<file path="src/rtl/display_scan_controller.sv">
// Row/bit-plane scan sequencer for a HUB75-style LED panel: reads one row pair,
// shifts the selected bit plane out with display_clk, latches, then runs the BCM on-time.
//
// state   | meaning
// --------+-------------------------------------------------------------
// idle    | outputs quiet, waiting for enable
// shift   | read columns, capture encoded pixels, pulse display_clk
// latch   | one-cycle panel latch, row_addr updated
// display | oe_n low for base_cycles<<plane cycles, counters advance
module display_scan_controller #(
  parameter int columns     = 64,
  parameter int rows        = 32,
  parameter int segments    = 2,
  parameter int bits        = 8,
  parameter int base_cycles = 4
) (
  input  logic                                            clk,
  input  logic                                            rst_n,
  input  logic                                            enable,
  output logic                                            fb_rd,
  output logic [((rows/segments > 1) ? $clog2(rows/segments) : 1)+$clog2(columns)-1:0] fb_addr,
  input  logic [segments*24-1:0]                          cpixel,
  output logic [segments*3-1:0]                           rgb,
  output logic                                            display_clk,
  output logic                                            latch,
  output logic                                            oe_n,
  output logic [((rows/segments > 1) ? $clog2(rows/segments) : 1)-1:0] row_addr,
  output logic                                            frame_done
);

  localparam int row_w = (rows/segments > 1) ? $clog2(rows/segments) : 1;
  localparam int col_w = $clog2(columns);
  localparam int cyc_w = $clog2(2*columns+3);
  localparam int tmr_w = $clog2(base_cycles << (bits-1)) + 1;
  localparam int pln_w = (bits > 1) ? $clog2(bits) : 1;

  localparam logic [cyc_w-1:0] shift_last = cyc_w'(2*columns+2);
  localparam logic [cyc_w-1:0] read_end   = cyc_w'(2*columns);
  localparam logic [cyc_w-1:0] clk_first  = cyc_w'(4);
  localparam logic [cyc_w-1:0] cap_first  = cyc_w'(2);
  localparam logic [row_w-1:0] row_last   = row_w'(rows/segments-1);
  localparam logic [pln_w-1:0] plane_last = pln_w'(bits-1);

  typedef enum logic [1:0] {st_idle, st_shift, st_latch, st_display} state_t;

  state_t             state, state_nxt;
  logic [cyc_w-1:0]   cyc;
  logic [tmr_w-1:0]   tmr;
  logic [row_w-1:0]   row, row_q;
  logic [pln_w-1:0]   plane;
  logic [7:0]         plane_mask;
  logic [segments*3-1:0] rgb_next;
  logic               capture;
  logic               tmr_done;

  always_comb begin
    plane_mask = 8'b1 << (4'(8-bits) + 4'(plane));
    rgb_next   = '0;
    for (int s = 0; s < segments; s++) begin
      rgb_next[3*s+2] = |(cpixel[24*s+16 +: 8] & plane_mask);
      rgb_next[3*s+1] = |(cpixel[24*s+8  +: 8] & plane_mask);
      rgb_next[3*s]   = |(cpixel[24*s    +: 8] & plane_mask);
    end
  end

  // encoded pixel for column k arrives two cycles after its read, i.e. at even cycles 2..2*columns
  assign capture  = (state == st_shift) && !cyc[0] && (cyc >= cap_first) && (cyc <= read_end);
  assign tmr_done = (tmr == '0);

  always_comb begin
    state_nxt   = state;
    fb_rd       = 1'b0;
    fb_addr     = '0;
    display_clk = 1'b0;
    latch       = 1'b0;
    oe_n        = 1'b1;
    row_addr    = row_q;
    frame_done  = 1'b0;
    case (state)
      st_idle: begin
        if (enable) state_nxt = st_shift;
      end
      st_shift: begin
        fb_rd       = !cyc[0] && (cyc < read_end);
        if (fb_rd) fb_addr = {row, cyc[col_w:1]};
        display_clk = !cyc[0] && (cyc >= clk_first);
        if (cyc == shift_last) state_nxt = st_latch;
      end
      st_latch: begin
        latch     = 1'b1;
        row_addr  = row;
        state_nxt = st_display;
      end
      st_display: begin
        oe_n = 1'b0;
        if (tmr_done) begin
          frame_done = (plane == plane_last) && (row == row_last);
          state_nxt  = enable ? st_shift : st_idle;
        end
      end
      default: state_nxt = st_idle;
    endcase
  end

  always_ff @(posedge clk or negedge rst_n) begin
    if (!rst_n) begin
      state <= st_idle;
      cyc   <= '0;
      tmr   <= '0;
      row   <= '0;
      row_q <= '0;
      plane <= '0;
      rgb   <= '0;
    end else begin
      state <= state_nxt;
      cyc   <= (state == st_shift) ? cyc + 1'b1 : '0;
      if (capture) rgb <= rgb_next;
      if (state == st_latch) begin
        tmr   <= (tmr_w'(base_cycles) << plane) - tmr_w'(1);
        row_q <= row;
      end
      if (state == st_display) begin
        if (!tmr_done) begin
          tmr <= tmr - 1'b1;
        end else if (!enable) begin
          row   <= '0;
          plane <= '0;
          row_q <= '0;
        end else if (plane == plane_last) begin
          plane <= '0;
          row   <= (row == row_last) ? '0 : row + 1'b1;
        end else begin
          plane <= plane + 1'b1;
        end
      end
    end
  end

endmodule

</file>
<file path="config.mk">
export PLATFORM = sky130hd
export DESIGN_NAME = display_scan_controller
export DESIGN_NICKNAME = d
export VERILOG_FILES = /design/src/rtl/display_scan_controller.sv
export SDC_FILE = /design/constraint.sdc
export NUM_CORES = 1
export LEC_CHECK = 0
export ABC_CLOCK_PERIOD_IN_PS = 2850
export CORE_MARGIN = 4
export CORE_UTILIZATION = 49
export DETAILED_ROUTE_END_ITERATION = 10
export PLACE_DENSITY = 0.82
export SYNTH_ARGS = -nofsm -noshare
export SYNTH_HDL_FRONTEND = slang
export SYNTH_SLANG_ARGS = --single-unit
</file>
<file path="constraint.sdc">
create_clock -name clk -period 2.85 [get_ports clk]
set_clock_uncertainty 0.1 [all_clocks]
set_input_delay 0.57 -clock clk [delete_from_list [all_inputs] [get_ports clk]]
set_output_delay 0.57 -clock clk [all_outputs]
set_load 0.05 [all_outputs]
</file>
==> flow_summary_export.csv, run 1 <==
group,metric,value,unit
status,status,"finished clean",
clock_tree,hold_buffers,0,
timing,maxSlewViolCount,0,
yosys,ys.flop_type,"dfrtp_1",
routing,totalWireLength,7410,um
die,die_x,82.2,um
routing,drt-met1-wl,3060,um
die,fp.dieH,82.2,um
yosys,synthAdderAreaFrac,7.88,%
routing,wire_per_inst,17.3,um
cells_and_area,drive_above_1_share,18.4,%
routing,routed_via_density,5.97,
yosys,synth_xor_area_share,2.92,%
yosys,synth-simple-area-share,20.1,%
timing,final-setup-viol-count,0,
power,p_per_area,305,nW/um^2
global_routing,grt_pass1_vias,2455,
routing,ant_nets,0,
critical_path,critical_path_class,"reg2out",
cells_and_area,antennaDiodeCount,0,
timing,slew_headroom,43.4,%
cells_and_area,multi_input_area,1640,sq um
timing,worstMarginPinSlew,0.849,ns
yosys,async_reset_ff_share,100,%
critical_path,critPathCaptureType,"primary output",
routing,dr.first_iter.drc_count,228,
cells_and_area,fin_util,71.2,%
power,pwr-share-comb,10.5,%
timing,timing.hold.ws,0.271,ns
global_routing,grtUsageTotal,22.7,%
cells_and_area,layout.nets,425,
die,die-area,6760,sq um
yosys,synth_warnings,0,
power,p_leak,1.58,nW
yosys,synthesis.area,2700,sq um
yosys,syn_inst,284,
timing,rsz0062_at_grt,"true",
yosys,syn_nets,352,
power,p_sw_share,21.9,%
placement,dp_hpwl,5410,um
global_routing,grt_pass1_wl,12000,um
yosys,syn_area_per_cell,9.51,sq um
placement,port-buffer-count,75,
clock_tree,clock_path_buffers,2,
yosys,synth_compound_area_share,20.3,%
routing,firstDrtPassIters,5,
die,coreArea,5240,sq um
power,p_seq_share,46.7,%
clock_tree,numCtsBuffers,5,
yosys,synth_edf_count,0,
routing,wl_met2,3890,um
critical_path,critPathRequiredTime,2.18,ns
routing,met3WireLength,388,um
power,pwr-share-clk,42.9,%
min_path,hold_class,"in2async",
power,p_sw,0.250,mW
die,io_pins,76,
cells_and_area,final_cell_mix,"55 x clkdlybuf4s50_1, 37 x dfrtp_1, 19 x o21ai_0, 19 x buf_4, 17 x mux2_2",
clock_tree,ctsHtreeMaxLevel,2,
yosys,ys_seq_area_share,34.3,%
critical_path,critPathLaunchType,"flop",
die,initial_utilization,51.6,%
timing,timing.fmax,356,MHz
cells_and_area,syn2layout_area_growth,38.2,%
timing,post-route-min-period,2.81,ns
cells_and_area,layout_commonest_cell,"clkdlybuf4s50_1",
power,ir_worst_vdd,0.000285,V
routing,drc,0,
clock_tree,root_buffer,"clkbuf_8",
clock_tree,clk_latency,0.29,ns
routing,top_layer,"met4",
global_routing,overflow,0,
timing,fin_setup_tns,0,ns
cells_and_area,register_area,926,sq um
yosys,ys_ff_latch,37,
critical_path,cp_max_fo,5,
routing,num_vias,2555,
yosys,synth_cell_types,54,
yosys,synth_top_family_by_area,"compound AO/OA/AOI/OAI gates",
die,num_rows,26,
critical_path,crit_arrival,2.14,ns
clock_tree,cts_tree,"done",
yosys,synth_mux_area_share,8.76,%
clock_tree,clock_sinks,37,
job,max-cap-violations,0,
clock_tree,path_clk_slew,0.08,ns
power,p_int,0.888,mW
global_routing,grt_antenna_before_repair,0,
cells_and_area,nFillCells,396,
global_routing,grt_max_degree,38,
timing,hold_violations,0,
placement,gp_congestion,0.948,
timing,period_share,98.5,%
stage by stage:
stage / instance area [sq um] / power (mW) / std cells / setup WS, ns
after floorplan: 2700 / 0.571 / 284 / 0.0812
after global placement: 3580 / 0.659 / 419 / 0.315
after detailed placement: 3580 / 0.661 / 419 / 0.315
after CTS: 3720 / 1.15 / 427 / 0.00343
after global routing: 3730 / 1.18 / 428 / -0.0637
final: 3730 / 1.14 / 428 / 0.0428
synth_stat cells, types with 6 or more instances:
master    count  share of area [%]
nand2_1      10                1.4
inv_1        16                2.2
mux2_2       17                7.1
clkbuf_1     13                1.8
ha_1         17                7.9
nor2_1       11                1.5
nor2b_1       9                2.1
nor3_1        6                1.1
nand2b_1      6                1.4
o21ai_0      19                3.5
and2_1       15                3.5
a221oi_1      8                2.6
nand3_1      12                2.2
xnor2_1       7                2.3
dfrtp_1      37                 34
sequential cells by signal, indices dropped and copies added, names as in the netlist:
signal  flops
cyc         8
plane       3
rgb         6
row         4
row_q       4
state       2
tmr        10
worst paths after layout:
kind | startpoint | end | slack, ns | cells past startpoint
max in group asynchronous | rst_n | row[1] | 1.83 | 1
worst min register to register | rgb[4] | rgb[4] | 0.41 | 1
worst max-delay path | tmr[0] | frame_done | 0.04 | 6
worst min-delay path | rst_n | cyc[5] | 0.27 | 1
min in group clk | rgb[4] | rgb[4] | 0.41 | 1
worst max register to register | tmr[0] | state[1] | 0.33 | 7
cells by family after synthesis:
logic type | after synthesis
AO/OA/AOI/OAI | 72
XOR/XNOR | 9
adder cells (fa/ha/maj) | 17
buffers and inverters | 35
flip-flops | 37
multiplexers | 21
AND/OR/NAND/NOR | 93
power by group through the flow:
stage / registers, mW / clock network (mW) / logic, mW
after floorplan: 0.557 / 0 / 0.0136
after global placement: 0.541 / 0 / 0.118
after detailed placement: 0.541 / 0 / 0.120
after CTS: 0.531 / 0.497 / 0.120
after global routing: 0.531 / 0.518 / 0.126
final: 0.531 / 0.488 / 0.119
per-layer routing:
layer | vias to the layer above | track usage [%]
met5 | - | 0
met4 | 0 | 6.81
met3 | 6 | 4.12
met2 | 78 | 37.8
met1 | 1263 | 29.8
li1 | 1208 | -
layout make-up:
cell class	instances	share of cell area, %
Multi-Input combinational cell	212	43.9
Tap cell	70	2.35
Inverter	16	1.61
Timing Repair Buffer	85	24.1
Clock inverter	2	1.01
Sequential cell	37	24.8
Clock buffer	6	2.21
critical path, stage by stage (launching register included):
cell and delay [ns]:
dfrtp_1 0.42, inv_1 0.07, ha_2 0.20, or4b_4 0.49
nor4_4 0.28, and3_4 0.25, buf_12 0.13
timing repair:
action                                  CTS  global route
cloned                                    0             0
buffers inserted                          0             1
endpoints found under the setup margin    2             9
pin swaps                                 0             1
resized for setup                         3             2
Note: power is estimated with default switching activity, not from simulation.
==> run 2: changes to the inputs <==
Settings changed: ABC_AREA from default to 1, PLACE_DENSITY 0.82 to 0.83.
==> flow_summary_export.csv, run 2 <==
group,metric,value,unit
status,status,"finished clean",
clock_tree,cts_tree,"done",
placement,place_area,3700,sq um
critical_path,critical_path_class,"reg2out",
critical_path,critPathRequiredTime,2.18,ns
cells_and_area,largest_reg_flops,10,
critical_path,critPathCaptureType,"primary output",
die,coreArea,5240,sq um
job,max-cap-violations,0,
clock_tree,ctsHtreeMaxLevel,2,
global_routing,busiest_layer,"met2",
yosys,synthesis.area,2730,sq um
die,die-area,6820,sq um
timing,period_share,93.0,%
cells_and_area,antennaDiodeCount,0,
yosys,synth_mux_area_share,0,%
critical_path,crit_arrival,1.98,ns
global_routing,grtUsageTotal,22.9,%
yosys,ys_ff_latch,37,
timing,maxSlewViolCount,0,
routing,wire_per_inst,13.5,um
clock_tree,clk_latency,0.30,ns
die,initial_utilization,52.1,%
cells_and_area,syn2layout_area_growth,39.3,%
routing,num_vias,2773,
yosys,synth_compound_area_share,9.32,%
power,p_per_area,687,nW/um^2
yosys,synth-simple-area-share,38.0,%
global_routing,grt_pass1_vias,2700,
global_routing,use_met2,41.3,%
timing,post-route-min-period,2.65,ns
routing,dr.first_iter.drc_count,196,
die,die_x,82.6,um
die,fp.dieH,82.6,um
routing,firstDrtPassIters,4,
cells_and_area,layout.nets,546,
cells_and_area,drive_above_1_share,13.4,%
yosys,syn_area_per_cell,6.82,sq um
yosys,synthAdderAreaFrac,7.80,%
yosys,synth_warnings,0,
clock_tree,clock_sinks,37,
yosys,ys_top_cells_by_area,"dfrtp_1 34%, nand2_1 19%, ha_1 7.8%",
cells_and_area,regMostFlops,"tmr",
min_path,hold_class,"in2async",
global_routing,grt_pass1_wl,11900,um
routing,routed_via_density,5.05,
yosys,yosysMostFrequentCell,"nand2_1",
yosys,synth_xor_area_share,2.57,%
critical_path,slowest_stage,"dfrtp_1",
routing,totalWireLength,7430,um
global_routing,grt_max_degree,38,
critical_path,critPathTopFamily,"buffers and inverters",
clock_tree,numCtsBuffers,5,
yosys,syn_inst,400,
cells_and_area,design_area,3800,sq um
placement,gp_congestion,0.839,
cells_and_area,top_regs,"tmr (10), cyc (8), rgb (6)",
cells_and_area,nFillCells,391,
clock_tree,hold_buffers,0,
global_routing,use_met1,25.9,%
critical_path,path_cells,"inv_1 -> ha_2 -> inv_1 -> nor2_2 -> inv_1 -> nor2_2 -> inv_2 -> nor2_2 -> buf_12",
global_routing,grt_antenna_before_repair,0,
timing,final-setup-viol-count,0,
yosys,async_reset_ff_share,100,%
critical_path,reg2regPathDepth,9,
critical_path,crit_cells,9,
clock_tree,clock_path_buffers,2,
clock_tree,path_clk_slew,0.08,ns
critical_path,crit_path_max_incr_delay,0.41,ns
routing,drc,0,
timing,timing.hold.ws,0.274,ns
die,io_pins,76,
power,ir_worst_vdd,0.000498,V
placement,dp_hpwl,5830,um
yosys,ys_seq_area_share,34.0,%
cells_and_area,multi_input_area,1610,sq um
timing,slew_headroom,44.2,%
critical_path,cp_max_fo,10,
yosys,synth_edf_count,0,
clock_tree,root_buffer,"clkbuf_8",
power,p_leak,1.82,nW
global_routing,grt_util_met3,5.21,%
yosys,synth_top_family_by_area,"simple AND/OR/NAND/NOR gates",
timing,rsz0062_at_grt,"false",
timing,worstMarginPinSlew,0.838,ns
power,p_total,2.61,mW
timing,hold_violations,0,
routing,ant_nets,0,
yosys,ys.flop_type,"dfrtp_1",
critical_path,critPathLaunchType,"flop",
yosys,syn_nets,468,
yosys,synth_commonest_cells,"138 x nand2_1, 45 x nor2_1, 44 x inv_1",
die,num_rows,26,
cells_and_area,final_cell_mix,"138 x nand2_1, 55 x clkdlybuf4s50_1, 44 x inv_1",
timing,timing.fmax,377,MHz
placement,port-buffer-count,75,
critical_path,crit_buf_inv,5,
yosys,synth_cell_types,34,
cells_and_area,layout_commonest_cell,"nand2_1",
yosys,synth_top_area_share,34.0,%
yosys,netlist.top_cell.by_area,"dfrtp_1",
global_routing,overflow,0,
cells_and_area,register_area,926,sq um
[run 2: cell types whose count changed after synthesis, sizes merged, moves of 7 or more]
| cell | previous run | this run |
|---|---|---|
| a21oi | 2 | 10 |
| a221oi | 8 | 0 |
| and2 | 15 | 0 |
| clkbuf | 13 | 1 |
| inv | 16 | 49 |
| mux2 | 18 | 0 |
| nand2 | 10 | 143 |
| nand3 | 13 | 34 |
| nor2 | 11 | 51 |
| nor2b | 9 | 0 |
| o21ai | 19 | 26 |
[run 2: layer usage]
metal / vias up / share of wire [%]
met5: - / 0
met4: 0 / 2.4
met3: 17 / 5.6
met2: 69 / 52
met1: 1270 / 40
li1: 1417 / -
[run 2: what timing repair did]
item	CTS	global route
resized for setup	0	1
buffers inserted	0	0
endpoints found under the setup margin	0	10
[run 2: final cells by class]
| cell class | instances | share of cell area (%) |
|---|---|---|
| Sequential cell | 37 | 24.4 |
| Clock inverter | 3 | 0.593 |
| Timing Repair Buffer | 77 | 23.7 |
| Inverter | 49 | 4.84 |
| Multi-Input combinational cell | 308 | 42.4 |
| Clock buffer | 5 | 1.81 |
| Tap cell | 70 | 2.31 |
[run 2: kinds of logic after synthesis]
kind of cell,Yosys count
xor gates and xnor gates,8
DFF,37
adders and majority gates,17
and+or+nand+nor,240
buffers and inverters,55
AOI/OAI and AO/OA,43
[run 2: per-stage QoR]
step | setup TNS [ns] | utilization (%) | std cells | setup slack, ns
after floorplan | -0.813 | - | 400 | -0.206
after global placement | 0 | 70.7 | 541 | 0.552
after detailed placement | 0 | 70.7 | 541 | 0.428
after CTS | 0 | 72.5 | 549 | 0.0981
after global routing | 0 | 72.5 | 549 | 0.0255
final | 0 | 72.5 | 549 | 0.200
[run 2: final timing paths]
path,startpoint,end,slack (ns)
worst min-delay path,rst_n,row_q[2],0.27
worst min register to register,rgb[0],rgb[0],0.37
worst max register to register,plane[0],rgb[1],0.89
min in group clk,rgb[0],rgb[0],0.37
worst max-delay path,state[1],fb_addr[6],0.20
max in group asynchronous,rst_n,rgb[3],1.85
[run 2: power breakdown]
part / switching, mW / leakage [nW] / internal, mW / total [mW]
Combinational: 0.913 / 1.33 / 0.504 / 1.42
Clock: 0.207 / 0.0364 / 0.172 / 0.378
Sequential: 0.135 / 0.456 / 0.679 / 0.815
Total: 1.26 / 1.82 / 1.35 / 2.61
==> run 3: changes to the inputs <==
Settings changed: ABC_AREA 1 to default, PLACE_DENSITY 0.83 to 0.84.
==> flow_summary_export.csv, run 3 (synthesis results as in run 1) <==
group,metric,value,unit
status,status,"finished clean",
global_routing,grtUsageTotal,22.5,%
global_routing,grt_pass1_vias,2447,
routing,ant_nets,0,
min_path,min_to,"rgb[0]",
clock_tree,clk_latency,0.29,ns
timing,fin_setup_tns,0,ns
min_path,hold_class,"reg2reg",
critical_path,reg2regPathDepth,8,
cells_and_area,layout.nets,429,
critical_path,path_cells,"inv_1 -> ha_4 -> or4b_4 -> nor4_4 -> and3_4 -> buf_12",
clock_tree,ctsHtreeMaxLevel,2,
clock_tree,path_clk_slew,0.08,ns
cells_and_area,drive_above_1_share,19.1,%
critical_path,cp_max_fo,5,
critical_path,crit_path_max_incr_delay,0.48,ns
timing,final-setup-viol-count,0,
power,p_per_area,294,nW/um^2
die,num_rows,26,
die,die-area,6760,sq um
clock_tree,root_buffer,"clkbuf_8",
placement,pre_cts_slack,0.307,ns
timing,hold_violations,0,
clock_tree,clock_sinks,37,
routing,routed_via_density,5.94,
timing,timing.hold.ws,0.412,ns
global_routing,grt_pass1_wl,11800,um
cells_and_area,final_cells,432,
cells_and_area,top_regs,"tmr (10), cyc (8), rgb (6)",
routing,firstDrtPassIters,7,
min_path,hp-start,"rgb[0]",
routing,num_vias,2564,
die,io_pins,76,
critical_path,critPathRequiredTime,2.18,ns
cells_and_area,layout_commonest_cell,"clkdlybuf4s50_1",
cells_and_area,syn2layout_area_growth,39.6,%
job,max-cap-violations,0,
critical_path,rr_startpoint,"tmr[0]",
critical_path,critPathTopFamily,"simple AND/OR/NAND/NOR gates",
placement,dp.cells,422,
cells_and_area,antennaDiodeCount,0,
routing,drc,0,
clock_tree,clock_path_buffers,2,
clock_tree,hold_buffers,0,
critical_path,critPathLaunchType,"flop",
routing,totalWireLength,7520,um
timing,rsz0062_at_grt,"false",
timing,timing.fmax,360,MHz
die,fp.dieH,82.2,um
cells_and_area,largest_reg_flops,10,
critical_path,crit_arrival,2.11,ns
placement,gp_congestion,0.901,
clock_tree,numCtsBuffers,5,
power,p_total,1.11,mW
min_path,hold_depth,1,
global_routing,overflow,0,
placement,port-buffer-count,75,
timing,maxSlewViolCount,0,
timing,period_share,97.5,%
global_routing,grt_antenna_before_repair,0,
timing,worstMarginPinSlew,0.774,ns
critical_path,reg2reg_to,"state[0]",
die,die_x,82.2,um
clock_tree,cts_tree,"done",
power,p_leak,1.60,nW
timing,post-route-min-period,2.78,ns
die,initial_utilization,51.6,%
cells_and_area,regMostFlops,"tmr",
routing,dr.first_iter.drc_count,218,
critical_path,slowest_stage,"or4b_4",
timing,slew_headroom,46.9,%
cells_and_area,final_cell_mix,"56 x clkdlybuf4s50_1, 37 x dfrtp_1, 23 x buf_4",
critical_path,timing.reg2reg.setup_slack,0.36,ns
critical_path,critical_path_class,"reg2out",
power,ir_worst_vdd,0.000268,V
placement,dp_hpwl,5570,um
critical_path,critPathCaptureType,"primary output",
critical_path,crit_buf_inv,2,
timing,setup_ws,0.0708,ns
die,coreArea,5240,sq um
global_routing,grt_max_degree,38,
routing,wire_per_inst,17.4,um
-- run 3: timing repair --
item | 4_1_cts | 5_1_grt
buffers inserted | 0 | 2
resized for setup | 3 | 5
pin swaps | 0 | 1
setup endpoints to repair | 1 | 9
-- run 3: power breakdown --
| part | switching [mW] | leakage, nW | internal (mW) | total (mW) |
|---|---|---|---|---|
| Combinational | 0.0439 | 1.08 | 0.0765 | 0.120 |
| Clock | 0.193 | 0.0554 | 0.263 | 0.456 |
| Sequential | 0.00210 | 0.468 | 0.529 | 0.531 |
-- run 3: worst max path at each step --
stage	startpoint	end	slack, ns	cells after the start
after floorplan	tmr[0]	frame_done	0.08	6
after global placement	tmr[0]	frame_done	0.33	6
after detailed placement	tmr[0]	frame_done	0.31	6
after CTS	tmr[0]	frame_done	0.02	6
after global routing	tmr[0]	frame_done	0.02	6
final	tmr[0]	frame_done	0.07	6
-- run 3: area by class of cell --
class	instances	area, sq um
well taps	70	87.6
clock buffers	6	72.6
multi-input cells	212	1650
clock inverters	2	38.8
flip-flops and latches	37	926
repair buffers	89	933
inverters	16	60.1
fillers	359	1470
-- run 3: stage by stage --
stage	area [sq um]	util [%]
floorplan	2700	-
global placement	3610	69.0
detailed placement	3610	69.0
CTS	3730	71.3
global route	3770	72.0
finish	3770	72.0
-- run 3: metal layers --
metal | track usage (%) | up-vias | routed length [um]
met5 | 0 | - | 0
met4 | 7.48 | 0 | 80
met3 | 4.56 | 11 | 272
met2 | 37.6 | 74 | 4060
met1 | 29.0 | 1267 | 3110
li1 | - | 1212 | -
